--- src/rtl/tqvp_sprite_engine_n.sv ---
// rtl/tqvp_sprite_engine_n.sv - multi-sprite XGA overlay peripheral for the TinyQV bus
module tqvp_sprite_engine_n #(
  parameter int NUM_SPR     = 4,
  parameter int SPR_W       = 12,
  parameter int SPR_H       = 12,
  parameter int SCALE_SHIFT = 2,
  parameter int H_ACTIVE    = 1024,
  parameter int H_FP        = 24,
  parameter int H_SYNC      = 136,
  parameter int H_TOTAL     = 1344,
  parameter int V_ACTIVE    = 768,
  parameter int V_FP        = 3,
  parameter int V_SYNC      = 6,
  parameter int V_TOTAL     = 806
) (
  input  logic        clk,
  input  logic        rst_n,
  input  logic [7:0]  ui_in,
  output logic [7:0]  uo_out,
  input  logic [5:0]  address,
  input  logic [31:0] data_in,
  input  logic [1:0]  data_write_n,
  input  logic [1:0]  data_read_n,
  output logic [31:0] data_out,
  output logic        data_ready,
  output logic        user_interrupt
);

  localparam int HW  = $clog2(H_TOTAL);
  localparam int VW  = $clog2(V_TOTAL);
  localparam int CW  = (SPR_W > 1) ? $clog2(SPR_W) : 1;
  localparam int RW  = (SPR_H > 1) ? $clog2(SPR_H) : 1;
  localparam int SIW = (NUM_SPR > 1) ? $clog2(NUM_SPR) : 1;

  // Bus-visible state
  logic [2:0]         ctrl;
  logic               vsync_pend;
  logic               coll_pend;
  logic [2:0]         bmp_spr;
  logic [RW-1:0]      bmp_row;
  logic [SPR_W-1:0]   bmp [NUM_SPR][SPR_H];
  logic [19:0]        sh  [NUM_SPR];
  logic [19:0]        act [NUM_SPR];
  logic [NUM_SPR-1:0] coll;

  // Video timing state
  logic [HW-1:0] h_cnt;
  logic [VW-1:0] v_cnt;
  logic          vsync_d;

  logic                wr;
  logic                spr_valid;
  logic [SIW-1:0]      spr_idx;
  logic                hsync_c, vsync_c, vsync_rise, in_act;
  logic [7:0]          lx, ly;
  logic [NUM_SPR-1:0]  opaque;
  logic [NUM_SPR-1:0]  coll_set, coll_clr;
  logic                coll_event;
  logic [1:0]          st_clr;
  logic                any_opaque;
  logic [1:0]          win_pal;
  logic [5:0]          rgb;
  logic [31:0]         rdata;
  logic                unused;

  assign unused     = &{1'b0, ui_in, data_read_n, data_in};
  assign data_ready = 1'b1;
  assign wr         = (data_write_n != 2'b11);
  assign spr_valid  = ({1'b0, bmp_spr} < 4'(NUM_SPR));
  assign spr_idx    = bmp_spr[SIW-1:0];

  assign hsync_c    = (h_cnt >= HW'(H_ACTIVE + H_FP)) && (h_cnt < HW'(H_ACTIVE + H_FP + H_SYNC));
  assign vsync_c    = (v_cnt >= VW'(V_ACTIVE + V_FP)) && (v_cnt < VW'(V_ACTIVE + V_FP + V_SYNC));
  assign vsync_rise = vsync_c & ~vsync_d;
  assign in_act     = ctrl[0] && (h_cnt < HW'(H_ACTIVE)) && (v_cnt < VW'(V_ACTIVE));
  assign lx         = 8'(h_cnt >> SCALE_SHIFT);
  assign ly         = 8'(v_cnt >> SCALE_SHIFT);

  // Per-sprite hit test; 9-bit bounds keep sprites near the right edge from wrapping to x=0
  for (genvar i = 0; i < NUM_SPR; i++) begin : g_spr
    logic [7:0]    sx, sy;
    logic [CW-1:0] col_raw, col;
    logic [RW-1:0] row;
    logic          in_x, in_y;
    assign sx      = act[i][7:0];
    assign sy      = act[i][15:8];
    assign in_x    = (lx >= sx) && ({1'b0, lx} < ({1'b0, sx} + 9'(SPR_W)));
    assign in_y    = (ly >= sy) && ({1'b0, ly} < ({1'b0, sy} + 9'(SPR_H)));
    assign col_raw = CW'(lx - sx);
    assign col     = act[i][18] ? (CW'(SPR_W - 1) - col_raw) : col_raw;
    assign row     = RW'(ly - sy);
    assign opaque[i] = in_act && act[i][19] && in_x && in_y && bmp[i][row][col];
  end

  // Two or more opaque sprites flag every opaque one
  assign coll_set   = ((opaque & (opaque - 1'b1)) != '0) ? opaque : '0;
  assign coll_clr   = (wr && address == 6'h30) ? data_in[NUM_SPR-1:0] : '0;
  assign st_clr     = (wr && address == 6'h04) ? data_in[1:0] : 2'b00;
  assign coll_event = ctrl[2] && (coll == '0) && (coll_set != '0);

  // Highest-index opaque sprite selects the palette
  always_comb begin
    any_opaque = 1'b0;
    win_pal    = 2'b00;
    for (int i = 0; i < NUM_SPR; i++) begin
      if (opaque[i]) begin
        any_opaque = 1'b1;
        win_pal    = act[i][17:16];
      end
    end
  end

  // Palette lookup into {R, G, B}
  always_comb begin
    rgb = 6'b000000;
    if (any_opaque) begin
      case (win_pal)
        2'd0:    rgb = 6'b000011;
        2'd1:    rgb = 6'b001100;
        2'd2:    rgb = 6'b110000;
        default: rgb = 6'b111111;
      endcase
    end
  end

  // Register read mux
  always_comb begin
    rdata = '0;
    case (address)
      6'h00:   rdata = {29'd0, ctrl};
      6'h04:   rdata = {30'd0, coll_pend, vsync_pend};
      6'h08:   rdata = {20'd0, 4'(bmp_row), 5'd0, bmp_spr};
      6'h0C:   if (spr_valid) rdata = 32'(bmp[spr_idx][bmp_row]);
      6'h30:   rdata = 32'(coll);
      default: rdata = '0;
    endcase
    for (int i = 0; i < NUM_SPR; i++) begin
      if (address == 6'(16 + 4 * i)) rdata = 32'(sh[i]);
    end
  end
  assign data_out = rdata;

  assign user_interrupt = (vsync_pend & ctrl[1]) | (coll_pend & ctrl[2]);

  // Bitmap pointer and storage; invalid sprite index leaves pointer and bitmap untouched
  always_ff @(posedge clk or negedge rst_n) begin
    if (!rst_n) begin
      bmp_spr <= '0;
      bmp_row <= '0;
      for (int i = 0; i < NUM_SPR; i++)
        for (int r = 0; r < SPR_H; r++)
          bmp[i][r] <= '0;
    end else if (wr && address == 6'h08) begin
      bmp_spr <= data_in[2:0];
      bmp_row <= ({1'b0, data_in[11:8]} < 5'(SPR_H)) ? RW'(data_in[11:8]) : '0;
    end else if (wr && address == 6'h0C && spr_valid) begin
      bmp[spr_idx][bmp_row] <= data_in[SPR_W-1:0];
      bmp_row <= (bmp_row == RW'(SPR_H - 1)) ? '0 : bmp_row + 1'b1;
    end
  end

  // Control, shadow/active positions, sticky flags; a set always beats a same-cycle clear
  always_ff @(posedge clk or negedge rst_n) begin
    if (!rst_n) begin
      ctrl       <= '0;
      vsync_pend <= 1'b0;
      coll_pend  <= 1'b0;
      coll       <= '0;
      vsync_d    <= 1'b0;
      for (int i = 0; i < NUM_SPR; i++) begin
        sh[i]  <= '0;
        act[i] <= '0;
      end
    end else begin
      if (wr && address == 6'h00) ctrl <= data_in[2:0];
      for (int i = 0; i < NUM_SPR; i++) begin
        if (wr && address == 6'(16 + 4 * i)) sh[i] <= data_in[19:0];
        if (vsync_rise) act[i] <= sh[i];
      end
      vsync_d    <= vsync_c;
      coll       <= (coll & ~coll_clr) | coll_set;
      vsync_pend <= (vsync_pend & ~st_clr[0]) | (vsync_rise & ctrl[1]);
      coll_pend  <= (coll_pend & ~st_clr[1]) | coll_event;
    end
  end

  // Raster counters, held at zero while the stream is disabled
  always_ff @(posedge clk or negedge rst_n) begin
    if (!rst_n) begin
      h_cnt <= '0;
      v_cnt <= '0;
    end else if (!ctrl[0]) begin
      h_cnt <= '0;
      v_cnt <= '0;
    end else if (h_cnt == HW'(H_TOTAL - 1)) begin
      h_cnt <= '0;
      v_cnt <= (v_cnt == VW'(V_TOTAL - 1)) ? '0 : v_cnt + 1'b1;
    end else begin
      h_cnt <= h_cnt + 1'b1;
    end
  end

  // Registered video output: syncs and colour for one counter value leave together
  always_ff @(posedge clk or negedge rst_n) begin
    if (!rst_n) uo_out <= 8'h00;
    else        uo_out <= ctrl[0] ? {vsync_c, hsync_c, rgb} : 8'h00;
  end

endmodule

--- config.mk ---
export PLATFORM = sky130hd
export DESIGN_NAME = tqvp_sprite_engine_n
export DESIGN_NICKNAME = d
export VERILOG_FILES = /design/src/rtl/tqvp_sprite_engine_n.sv
export SDC_FILE = /design/constraint.sdc
export NUM_CORES = 2
export LEC_CHECK = 0
export ABC_AREA = 1
export CORE_ASPECT_RATIO = 0.6
export CORE_MARGIN = 8
export CORE_UTILIZATION = 30
export CTS_BUF_LIST = sky130_fd_sc_hd__clkbuf_4 sky130_fd_sc_hd__clkbuf_8
export CTS_CLUSTER_DIAMETER = 120
export DETAILED_ROUTE_END_ITERATION = 16
export MAX_ROUTING_LAYER = met4
export PLACE_DENSITY = 0.55
export SLEW_MARGIN = 40
export SYNTH_ARGS = -nofsm -noshare
export SYNTH_HDL_FRONTEND = slang
export SYNTH_SLANG_ARGS = --single-unit
--- constraint.sdc ---
create_clock -name clk -period 4.8 [get_ports clk]
set_clock_uncertainty 0.2 [all_clocks]
set_input_delay 0.96 -clock clk [delete_from_list [all_inputs] [get_ports clk]]
set_output_delay 0.96 -clock clk [all_outputs]
set_load 0.005 [all_outputs]
[Word level (Yosys, flattened, before mapping)]
Cells that the tools add are included.
Operators by class
  add/sub/neg operators: 24
  $lt $le $gt $ge: 36
  equal/unequal tests: 15
  mux-type cells: 64
  bitwise logic cells: 23
  reduce and logical (&&, ||, !) cells: 49
Operators with widths (number)
  bitwise mux 576 bit: 1
  2-to-1 mux 144 bit: 3
  binary-select mux 144 bit (select 2 bit): 1
  demux 144 bit (select 2 bit): 1
  binary-select mux 12 bit (select 4 bit): 5
  2-to-1 mux 12 bit: 12
  2-to-1 mux 32 bit: 4
  adder 8 x 4 -> 9 bit, second input constant: 8
  less-than comparator 8 x 9 -> 1 bit: 8
  >= comparator 8 bit: 8
  one-hot mux 12 bit (5 select lines): 1
  demux 12 bit (select 4 bit): 1
  logical AND 1 bit: 42
  2-to-1 mux 4 bit: 10
  subtractor 4 bit: 8
  2-to-1 mux 10 bit: 3
  >= comparator 5 bit, second input constant: 5
  NOT 4 -> 5 bit: 5
  equality test 6 x 5 -> 1 bit, second input constant: 4
  less-than comparator 11 bit, second input constant: 2
  2-to-1 mux 11 bit: 2
  less-than comparator 10 bit, second input constant: 2
  less-than comparator 4 x 5 -> 1 bit, second input constant: 4
  one-hot mux 6 bit (3 select lines): 1
  40 further kinds: 70
Storage, ports and cells
  register bits: 782
  input bits: 52

[Longest topological paths before layout]
  word-level depth: 16
  depth in mapped cells: 26
  gate-level depth less buffers: 25

[Worst setup path after synthesis]
No wires, ideal clock.
  kind: input -> output
  start point: in address[1]
  end point: out data_out[2]
  arrival time: 2394 ps
  data required time: 3640 ps
  setup slack: 1246 ps
  stages on the path: 11
  buffers on the path: 2
  cells stage by stage: nor2_1 inv_1 nor3_1 inv_1 nor2_1 clkbuf_1 buf_1 nand2_1 nand3_1 nor2_1 nand3_1
Between the ends
  word-level cells in the longest chain between the ends: 6
RTL lines
  start, declared: RTL line 20  | input logic [5:0] address,
  equality test 6 bit (tied with other cells): RTL line 129  | case (address)
  one-hot mux 12 bit (5 select lines): RTL line 129
  2-to-1 mux 32 bit (3 in a row): RTL line 138  | if (address == 6'(16 + 4 * i)) rdata = 32'(sh[i]);
  2-to-1 mux 32 bit (*): RTL line 138
  end, declared: RTL line 24  | output logic [31:0] data_out,
Mark *: on every way between the ends. The rest lies on a longest branch, timed or not.

[Worst setup path in the final report]
  start point: reg bmp_spr[1]
  end point: out data_out[9]
Between the ends
  word-level cells in the longest chain between the ends: 13
RTL lines
  start, declared: RTL line 39  | logic [2:0] bmp_spr;
  start signal, assigned: RTL line 154  | bmp_spr <= data_in[2:0];
  NOT 2 -> 3 bit (implied by the code): RTL line 133  | 6'h0C: if (spr_valid) rdata = 32'(bmp[spr_idx][bmp_row]);
  binary-select mux 144 bit (select 2 bit): RTL line 133
  2-to-1 mux 144 bit (implied by the code) (2 in a row): RTL line 133
  binary-select mux 12 bit (select 4 bit): RTL line 133
  2-to-1 mux 12 bit (implied by the code) (2 in a row): RTL line 133
  2-to-1 mux 12 bit (*): RTL line 133
  one-hot mux 12 bit (5 select lines) (*): RTL line 129
  2-to-1 mux 32 bit (*) (4 in a row): RTL line 138
Mark *: on every way between the ends. The rest lies on a longest branch, timed or not. The select of a mux whose other input is x is not followed.

==> results.py <==
metrics = {
    "status": {
        "run_status": "finished, violations left",
        "failed_checks": "negative setup slack",
    },
    "die": {
        "die_height_um": 312,
        "floorplan.core_area_um2": 145000,
        "chipWidth_um": 510,
        "rows": 108,
        "num_io_pins": 94,
        "effective_utilization_at_floorplan_pct": 30.3,
        "floorplan_die_area_um2": 159000,
    },
    "critical_path": {
        "cp_data_arrival_time_ns": 3.68,
        "crit_path_cell_trace": "buf_6, nor2_4, buf_12, clkinvlp_4, buf_4, bufbuf_16, o22ai_1, o21ai_0, nand3_1, nand2_1, nand3_2, nand2_1, o211ai_1, o21ai_1, nand3_2, buf_2",
        "slowest_delay_ns": 0.41,
        "worst-path-max-fanout": 15,
        "cpMaxStageDelayCell": "sky130_fd_sc_hd__dfrtp_1",
        "start_kind": "register",
        "req_time_crit_path_ns": 3.64,
        "crit_type": "reg -> out",
        "timing.critical_path.to_type": "output pin",
    },
    "power": {
        "pwr-share-comb_pct": 17.0,
        "p_sw_share_pct": 31.9,
        "ir_drop_v": 0.000186,
        "share_clk_of_total_power_pct": 40.6,
        "net-switching-power_mw": 5.25,
        "sequentialPowerShare_pct": 42.3,
        "leakage_nw": 23.7,
        "power_density_nw_per_um2": 312,
        "p_int_mw": 11.2,
    },
    "synthesis": {
        "synth-warning-count": 0,
        "async_flop_share_pct": 100,
        "synth_seq_cells": 779,
        "yosysSeqAreaShare_pct": 44.5,
        "post_synth_top_area_cell": "sky130_fd_sc_hd__dfrtp_1",
        "post_synth_inst_count": 5803,
        "syn-cell-area_um2": 43800,
        "post_synth_num_cell_types": 54,
        "yosysTopAreaCellShare_pct": 44.5,
        "post_synth.cell_area_avg_um2": 7.56,
        "dominantRegCellSynth": "sky130_fd_sc_hd__dfrtp_1",
        "synth-edff-count": 0,
        "synth_area_leaders": "sky130_fd_sc_hd__dfrtp_1 44%, sky130_fd_sc_hd__nand2_1 15%, sky130_fd_sc_hd__o21ai_0 9.1%",
    },
    "placed_design": {
        "gpl.final_weighted_congestion": 0.999,
        "number_of_port_buffers": 58,
        "inst_count_dp": 7726,
        "dp_hpwl_um": 153000,
        "post-place-ws_ns": 0.103,
    },
    "global_route": {
        "grt_usage_pct": 26.8,
        "number_of_global_route_vias_before_repair": 39900,
        "grt_max_degree": 136,
        "grt_first_pass_wirelength_um": 303000,
        "antenna_found_initial": 9,
        "globalRoute.totalOverflow": 0,
    },
    "detailed_routing": {
        "viasPerCell": 5.53,
        "detail_route.wl_per_cell_um": 26.8,
        "drt_first_pass_iters": 6,
        "dr_total_vias": 44200,
        "antenna_violating_nets_post_route": 0,
        "drt_wl_total_um": 214000,
        "violation_count_after_the_first_detailed_routing_iteration": 6857,
        "drc": 0,
    },
    "cts": {
        "number_of_levels_the_h_tree_was_split_into": 4,
        "tritoncts_clock_tree": "yes",
        "clock_pin_slew_on_the_worst_setup_and_hold_paths_ns": 0.07,
        "clock_tree_root_buffer_cell": "sky130_fd_sc_hd__clkbuf_8",
        "clock_latency_ns": 0.87,
        "numCtsBuffers": 132,
        "buffer_depth_of_the_longest_clock_path": 3,
        "clkSinkCount": 779,
    },
    "sta": {
        "rsz_0062_raised_after_global_routing": "true",
        "final-max-slew-violation-count": 0,
        "finalCriticalPeriod_ns": 4.84,
        "worst_pin_slew_ns": 0.883,
        "maxSlewHeadroom_pct": 41.1,
        "report.final.setup_viol": 1,
        "layout_worst_path_cycle_share_pct": 101,
        "report.final.hold_viol_count": 0,
        "hold_slack_ns": 0.267,
        "fmaxAchievable_ghz": 0.207,
        "fin_setup_tns_ns": -0.0405,
        "layout_setup_ws_ns": -0.0405,
    },
    "finish": {
        "layout-drive-gt1-share_pct": 14.1,
        "multiInputGateArea_um2": 22100,
        "layout_stage_area_growth_over_the_synthesis_result_pct": 20.2,
        "ff_latch_area_um2": 19500,
        "final_cells": 7997,
        "filler_cell_count": 15200,
        "final_nets": 6164,
        "fin_util_pct": 36.4,
    },
    "worst_hold_path": {
        "hold_path_class": "reg -> reg",
    },
    "run": {
        "max-cap-violations": 0,
    },
}
## per-layer routing
metal	GRT usage, %	up-vias	share of wire (%)
li1	-	19800	-
met1	40.0	21700	47
met2	30.3	2449	34
met3	15.1	226	17
met4	4.95	0	1.7
met5	-	-	0
## cell type report
cell class / count / area share, %
sequential: 779 / 37.0
multi-input combinational: 4236 / 41.9
inverter: 373 / 2.73
tap: 1925 / 4.57
clock buffer: 193 / 4.69
clock inverter: 32 / 0.613
timing repair buffer: 451 / 8.42
antenna: 8 / 0.0380
## power groups by stage
stage / clock [mW] / sequential (mW) / combinational [mW]
finish: 6.68 / 6.96 / 2.80
global route: 7.04 / 6.97 / 2.88
CTS: 6.75 / 6.95 / 2.66
detailed placement: 0 / 7.06 / 2.22
global placement: 0 / 7.06 / 2.21
floorplan: 0 / 6.96 / 1.07
## Yosys cell counts (8+ instances only)
library cell                   n
sky130_fd_sc_hd__o211ai_1     51
sky130_fd_sc_hd__o31ai_1      17
sky130_fd_sc_hd__buf_2        77
sky130_fd_sc_hd__nand2_1    1779
sky130_fd_sc_hd__mux2_2       19
sky130_fd_sc_hd__nor2_1      197
sky130_fd_sc_hd__dfrtp_1     779
sky130_fd_sc_hd__xnor2_1      13
sky130_fd_sc_hd__buf_1        13
sky130_fd_sc_hd__o22ai_1      48
sky130_fd_sc_hd__fa_1          8
sky130_fd_sc_hd__a22oi_1     178
sky130_fd_sc_hd__inv_2        11
sky130_fd_sc_hd__o21ai_0     798
sky130_fd_sc_hd__inv_1       356
sky130_fd_sc_hd__ha_1        131
sky130_fd_sc_hd__a21oi_1     205
sky130_fd_sc_hd__xor2_1       35
sky130_fd_sc_hd__nand4_1      85
sky130_fd_sc_hd__a21boi_0     10
sky130_fd_sc_hd__o2111ai_1    21
sky130_fd_sc_hd__buf_4        19
sky130_fd_sc_hd__o21a_1        8
sky130_fd_sc_hd__nand3_1     519
sky130_fd_sc_hd__nor3_1       34
sky130_fd_sc_hd__a31oi_1       9
sky130_fd_sc_hd__clkbuf_1    318
## critical path: cells and delay by family, from the launching register on
family	cells	cell delay (ns)
AO/OA/AOI/OAI	4	0.66
flip-flops	1	0.41
buffers and inverters	6	1.05
AND/OR/NAND/NOR	6	0.69
## cell usage in the layout, fill, tap and decap left out, types with 19 or more instances in the layout
cell type	count
sky130_fd_sc_hd__clkinv_2	20
sky130_fd_sc_hd__a21oi_1	201
sky130_fd_sc_hd__buf_6	24
sky130_fd_sc_hd__inv_1	341
sky130_fd_sc_hd__a22oi_2	72
sky130_fd_sc_hd__o211ai_1	51
sky130_fd_sc_hd__o22ai_1	37
sky130_fd_sc_hd__nand3_2	19
sky130_fd_sc_hd__ha_1	126
sky130_fd_sc_hd__o2111ai_1	19
sky130_fd_sc_hd__nor3_1	32
sky130_fd_sc_hd__dfrtp_1	777
sky130_fd_sc_hd__nand3_1	497
sky130_fd_sc_hd__o21ai_0	785
sky130_fd_sc_hd__clkbuf_8	163
sky130_fd_sc_hd__buf_12	41
sky130_fd_sc_hd__a22oi_1	106
sky130_fd_sc_hd__nor2_1	190
sky130_fd_sc_hd__clkdlybuf4s50_1	45
sky130_fd_sc_hd__buf_4	309
sky130_fd_sc_hd__nand4_1	85
sky130_fd_sc_hd__mux2_2	19
sky130_fd_sc_hd__nand2_1	1754
sky130_fd_sc_hd__clkbuf_4	30
sky130_fd_sc_hd__xor2_1	35
## path summary, 6_finish.rpt
path | cells past startpoint | end | startpoint | slack (ns)
worst max-delay path | 16 | data_out[9] | bmp_spr[1] | -0.04
worst min-delay path | 1 | h_cnt[0] | h_cnt[0] | 0.27
worst max register to register | 22 | uo_out[1] | v_cnt[2] | 0.25
worst min register to register | 1 | h_cnt[0] | h_cnt[0] | 0.27
max in group asynchronous | 4 | bmp[291] | rst_n | 2.68
min in group asynchronous | 2 | bmp[247] | rst_n | 0.45
## cell families (layout without fill, tap and decap cells)
family / Yosys count / after routing / synth area share (%)
muxes: 19 / 19 / 0.488
adders and majority gates: 139 / 139 / 4.10
and+or+nand+nor: 2636 / 2637 / 24.8
buffers and inverters: 800 / 1049 / 7.23
xor gates and xnor gates: 53 / 53 / 1.14
other: 2 / 21 / 0.0171
AOI/OAI and AO/OA: 1375 / 1375 / 17.8
DFF: 779 / 779 / 44.5
## state kept, by name, indices dropped and copies added, names as in the netlist
| signal | cells |
|---|---|
| bmp | 576 |
| act | 80 |
| sh | 80 |
| h_cnt | 11 |
| v_cnt | 10 |
| uo_out | 5 |
| bmp_row | 4 |
| coll | 4 |
| bmp_spr | 3 |
| ctrl | 3 |
| coll_pend | 1 |
| vsync_d | 1 |
| vsync_pend | 1 |
## metrics by stage
stage | power (mW) | instance area (um2)
global route | 16.9 | 52700
detailed placement | 9.28 | 48300
finish | 16.4 | 52700
floorplan | 8.03 | 43900
global placement | 9.26 | 48300
CTS | 16.4 | 52300
## what timing repair did
item / in CTS / in global routing
pin swaps: 54 / 29
endpoints found under the setup margin: 12 / 14
gates cloned: 11 / 0
hold buffers: 1 / 0
endpoints found under the hold margin: 34 / 0
buffers inserted: 16 / 8
gates resized for setup: 226 / 51
Note: power is estimated with default switching activity, not from simulation.
